**config.mk**
```make
export PLATFORM = sky130hd
export DESIGN_NAME = regs_wb_arbiter
export DESIGN_NICKNAME = d
export VERILOG_FILES = /design/src/rtl/regs_wb_arbiter.sv
export SDC_FILE = /design/constraint.sdc
export NUM_CORES = 1
export LEC_CHECK = 0
export BUFFER_PORTS_ARGS = -buffer_cell sky130_fd_sc_hd__clkbuf_2
export CORE_MARGIN = 1
export CORE_UTILIZATION = 47
export CTS_CLUSTER_DIAMETER = 100
export DETAILED_ROUTE_END_ITERATION = 6
export PLACE_DENSITY = 0.9
export SYNTH_ARGS = -nofsm -noshare
export SYNTH_HDL_FRONTEND = slang
export SYNTH_SLANG_ARGS = --single-unit
export TNS_END_PERCENT = 1
```
**constraint.sdc**
```tcl
create_clock -name clk -period 2.06 [get_ports clk]
set_clock_uncertainty 0.05 [all_clocks]
set_input_delay 0.206 -clock clk [delete_from_list [all_inputs] [get_ports clk]]
set_output_delay 0.206 -clock clk [all_outputs]
set_load 0.005 [all_outputs]
```
**src/rtl/regs_wb_arbiter.sv**
```systemverilog
// Round-robin arbiter for the register file's single write port.
// It also drains pending writebacks before raising a sticky halt.
module regs_wb_arbiter #(
  parameter int NREQ     = 2,
  parameter int AW       = 5,
  parameter int DW       = 64,
  parameter int HALT_GAP = 1
) (
  input  logic               clk,
  input  logic               rst_n,
  input  logic [NREQ-1:0]    req_valid,
  input  logic [NREQ*AW-1:0] req_addr,
  input  logic [NREQ*DW-1:0] req_data,
  output logic [NREQ-1:0]    req_ready,
  input  logic               halt_req,
  output logic               wen,
  output logic [AW-1:0]      waddr,
  output logic [DW-1:0]      wdata,
  output logic               halt,
  output logic               busy
);

  localparam int PW = (NREQ > 1) ? $clog2(NREQ) : 1;
  localparam int GW = (HALT_GAP > 1) ? $clog2(HALT_GAP + 1) : 1;

  typedef enum logic [1:0] {
    ST_RUN   = 2'd0,
    ST_DRAIN = 2'd1,
    ST_FLUSH = 2'd2,
    ST_HALT  = 2'd3
  } state_e;

  state_e          state_q, state_d;
  logic [PW-1:0]   rr_ptr_q, rr_ptr_d;
  logic [GW-1:0]   gap_cnt_q, gap_cnt_d;
  logic            wen_q, wen_d;
  logic [AW-1:0]   waddr_q, waddr_d;
  logic [DW-1:0]   wdata_q, wdata_d;
  logic            halt_q, halt_d;

  logic [NREQ-1:0] grant_s;
  logic [PW-1:0]   gidx_s;
  logic [PW-1:0]   idx_s;
  logic            gnt_any_s;

  // Search starts at rr_ptr and wraps; grants are gated off during reset.
  always_comb begin
    grant_s   = '0;
    gidx_s    = '0;
    idx_s     = '0;
    gnt_any_s = 1'b0;
    if (rst_n && ((state_q == ST_RUN) || (state_q == ST_DRAIN))) begin
      for (int k = 0; k < NREQ; k++) begin
        idx_s = PW'((int'(rr_ptr_q) + k) % NREQ);
        if (!gnt_any_s && req_valid[idx_s]) begin
          grant_s[idx_s] = 1'b1;
          gidx_s         = idx_s;
          gnt_any_s      = 1'b1;
        end else begin
          gnt_any_s = gnt_any_s;
        end
      end
    end else begin
      gnt_any_s = 1'b0;
    end
  end

  always_comb begin
    wen_d    = gnt_any_s;
    waddr_d  = waddr_q;
    wdata_d  = wdata_q;
    rr_ptr_d = rr_ptr_q;
    if (gnt_any_s) begin
      rr_ptr_d = (gidx_s == PW'(NREQ - 1)) ? '0 : gidx_s + PW'(1);
    end else begin
      rr_ptr_d = rr_ptr_q;
    end
    for (int i = 0; i < NREQ; i++) begin
      if (grant_s[i]) begin
        waddr_d = req_addr[i*AW +: AW];
        wdata_d = req_data[i*DW +: DW];
      end else begin
        waddr_d = waddr_d;
      end
    end
  end

  // Halt sequencing: drain requesters, then wait HALT_GAP idle write cycles.
  always_comb begin
    state_d   = state_q;
    gap_cnt_d = gap_cnt_q;
    case (state_q)
      ST_RUN: begin
        if (halt_req) begin
          state_d = ST_DRAIN;
        end else begin
          state_d = ST_RUN;
        end
      end
      ST_DRAIN: begin
        if (req_valid == '0) begin
          state_d   = ST_FLUSH;
          gap_cnt_d = '0;
        end else begin
          state_d = ST_DRAIN;
        end
      end
      ST_FLUSH: begin
        if (!wen_q) begin
          if (gap_cnt_q == GW'(HALT_GAP - 1)) begin
            state_d = ST_HALT;
          end else begin
            gap_cnt_d = gap_cnt_q + GW'(1);
          end
        end else begin
          gap_cnt_d = '0;
        end
      end
      ST_HALT: begin
        state_d = ST_HALT;
      end
      default: begin
        state_d   = ST_RUN;
        gap_cnt_d = '0;
      end
    endcase
    halt_d = (state_d == ST_HALT);
  end

  always_ff @(posedge clk or negedge rst_n) begin
    if (!rst_n) begin
      state_q   <= ST_RUN;
      rr_ptr_q  <= '0;
      gap_cnt_q <= '0;
      wen_q     <= 1'b0;
      waddr_q   <= '0;
      wdata_q   <= '0;
      halt_q    <= 1'b0;
    end else begin
      state_q   <= state_d;
      rr_ptr_q  <= rr_ptr_d;
      gap_cnt_q <= gap_cnt_d;
      wen_q     <= wen_d;
      waddr_q   <= waddr_d;
      wdata_q   <= wdata_d;
      halt_q    <= halt_d;
    end
  end

  assign req_ready = grant_s;
  assign wen       = wen_q;
  assign waddr     = waddr_q;
  assign wdata     = wdata_q;
  assign halt      = halt_q;
  assign busy      = (state_q != ST_RUN) || wen_q;

endmodule

```
==> impl_metrics.csv <==
group,metric,value,unit
pwr,comb_power_share,0.287,
placement,pre_cts_slack,435.8,ps
cts,postCtsHoldBufs,0,
cts,clockBufferDepth,2,
worst_setup_path,worstPathRequired,1800,ps
grt,grt_max_degree,75,
cells_and_area,most-common-layout-cells,"clkbuf_2, dfrtp_1, nand4b_1, o221a_1, buf_4",
floorplanning,io-pin-count,217,
pwr,p_leak,2.157,nW
cells_and_area,area_growth,36.73,%
placement,portBuffers,216,
cts,cts_setup_buffers,0,
timing,finalHoldViolCount,0,
grt,antenna_found_initial,0,
cells_and_area,drive_above_1_share,0.5232,
timing,final.setup.tns,0,ps
routing,highest_layer,"met4",
placement,hpwlAfterDp,7.382,mm
routing,wl,10.50,mm
yosys,syn_area,0.003583,mm^2
cts,post_cts_resized,0,
worst_setup_path,cp-end-kind,"output port",
routing,wl_met3,698,um
worst_setup_path,path_cells,"nor2b_4 > buf_4 > and3_1 > clkbuf_2",
yosys,synth_largest_area_cell,"dfrtp_1",
run,maxCapViolCount,0,
yosys,synth_area_leaders,"dfrtp_1, o221a_1, nand4b_1",
yosys,seq_area_frac_synth,0.5168,
pwr,seqPwrFrac,0.459,
yosys,syn_area_per_cell,13.27,um^2
floorplanning,fp.dieW,89.32,um
pwr,clockPowerShare,0.255,
cts,cts_tree,"built",
grt,grt_pass1_wl,15.51,mm
pwr,cellPowerDensity,1014,mW/mm^2
floorplanning,die_area,0.007977,mm^2
cts,cts_buffers,9,
yosys,ys_types,24,
worst_setup_path,critPathKind,"reg -> out",
pwr,ir_worst_vdd,0.0003838,V
hold_path,hold_class,"in -> async",
worst_setup_path,start_kind,"flop",
pwr,p_total,4.967,mW
cts,path_clk_slew,80,ps
cells_and_area,layout.nets,612,
placement,place_congestion,0.7634,
yosys,syn_inst,270,
timing,relSlewSlack,0.3832,
floorplanning,initial_core_util,0.4914,
timing,fin_crit_sh,0.9263,
pwr,swShare,0.2912,
yosys,yosys_register_bits,74,
routing,vias,3387,
run_status,status,"finished, final reports clean",
cts,clk_latency,340,ps
pwr,power.switching,1.446,mW
routing,wl_met1,4.212,mm
worst_setup_path,path_max_fanout,31,
routing,drc,0,
routing,wl_per_cell,18.32,um
timing,slew_viol_final,0,
yosys,synth_warnings,0,
timing,setup_ws,151.9,ps
floorplanning,core-area,0.007292,mm^2
worst_setup_path,critical-path-slowest-cell,"dfrtp_1",
timing,rsz0062_at_grt,"no",
cells_and_area,mostFrequentLayoutCell,"clkbuf_2",
routing,route.met2.wl,5.369,mm
grt,grt_use_total,0.2572,
cts,htree_levels,3,
floorplanning,fp.dieH,89.32,um
worst_setup_path,max_stage_delay,470,ps
timing,min_period,1908,ps
routing,drtIter0Drc,271,
timing,fmax,524.1,MHz
yosys,synth_nets,413,
yosys,synth.top_cell.area_share,0.5168,
cts,cts.sinks,74,
timing,final-setup-viol-count,0,
grt,grt_pass1_vias,3218,
cells_and_area,n_antenna_cell,0,
worst_setup_path,cp_data_arrival_time,1650,ps
pwr,cell_internal_pwr,3.521,mW
floorplanning,rows,31,
grt,overflow,0,
cts,root_buffer,"clkbuf_8",
routing,ant_nets,0,
routing,drtPass1Iterations,4,
timing,tightest_slew,925.3,ps
routing,viasPerCell,5.911,
## critical path, delay by kind of cell (launching register included)
kind	cells	cell delay [ps]
flops	1	470
buf+inv	2	430
simple gates	2	390
## sequential cells by signal, indices dropped and copies added, names as in the netlist
| signal | flops |
|---|---|
| wdata | 64 |
| waddr | 5 |
| state_q | 2 |
| halt | 1 |
| rr_ptr_q | 1 |
| wen | 1 |
## through the flow
stage	hold WS, ps	area [um^2]	util	instances
after global routing	66.60	4900	0.6719	573
after detailed placement	440.4	4672	0.6407	557
final	63.08	4900	0.6719	573
after global placement	435.6	4672	0.6407	557
after floorplan	-139.6	3583	-	270
after CTS	73.67	4900	0.6719	573
## synth_stat cells (all sizes together)
master  count
nand4b     69
or3         1
inv         2
a21oi       2
buf        28
and2b       1
nor2b       3
nor3        2
nand2       1
nor2        1
nand2b      1
a31oi       1
and3        1
a21o        1
a21boi      1
dfrtp      74
nand3       1
clkbuf     11
o221a      69
## cell type report
type,count,area (um^2)
clock buffer,10,137.6
clock inverter,6,90.09
fill,580,2392
inverter,2,7.507
multi-input combinational,155,1510
sequential,74,1852
tap,99,123.9
timing repair buffer,227,1179
## worst paths after layout
check / start / end / slack, ps / cells after the start
hold reg to reg: wen$_DFF_PN0_ / halt$_DFF_PN0_ / 460 / 1
min in group clk: req_data[40] / wdata[40]$_DFFE_PN0P_ / 90 / 2
max in group asynchronous: rst_n / wdata[16]$_DFFE_PN0P_ / 1310 / 2
setup reg to reg: state_q[1]$_DFF_PN0_ / waddr[4]$_DFFE_PN0P_ / 400 / 4
hold / removal: rst_n / wdata[42]$_DFFE_PN0P_ / 60 / 2
setup / recovery: state_q[1]$_DFF_PN0_ / req_ready[1] / 150 / 4
## logic make-up after synthesis
group                  after synthesis  synth area share
flip-flops                          74            0.5168
buffers and inverters               41           0.06599
AND/OR/NAND/NOR                     81            0.1917
AO/OA/AOI/OAI                       74            0.2256
## power groups by stage
stage / combinational, mW / clock (mW) / sequential [mW]
global route: 1.57 / 1.36 / 2.34
CTS: 1.43 / 1.29 / 2.28
floorplan: 0.571 / 0 / 2.30
global placement: 1.38 / 0 / 2.28
finish: 1.42 / 1.26 / 2.28
detailed placement: 1.44 / 0 / 2.29
## routing by layer
metal,up-vias,GRT usage
li1,1532,-
met1,1667,0.3032
met2,166,0.4511
met3,22,0.05725
met4,0,0.1126
met5,-,0
Note: power is estimated with default switching activity, not from simulation.
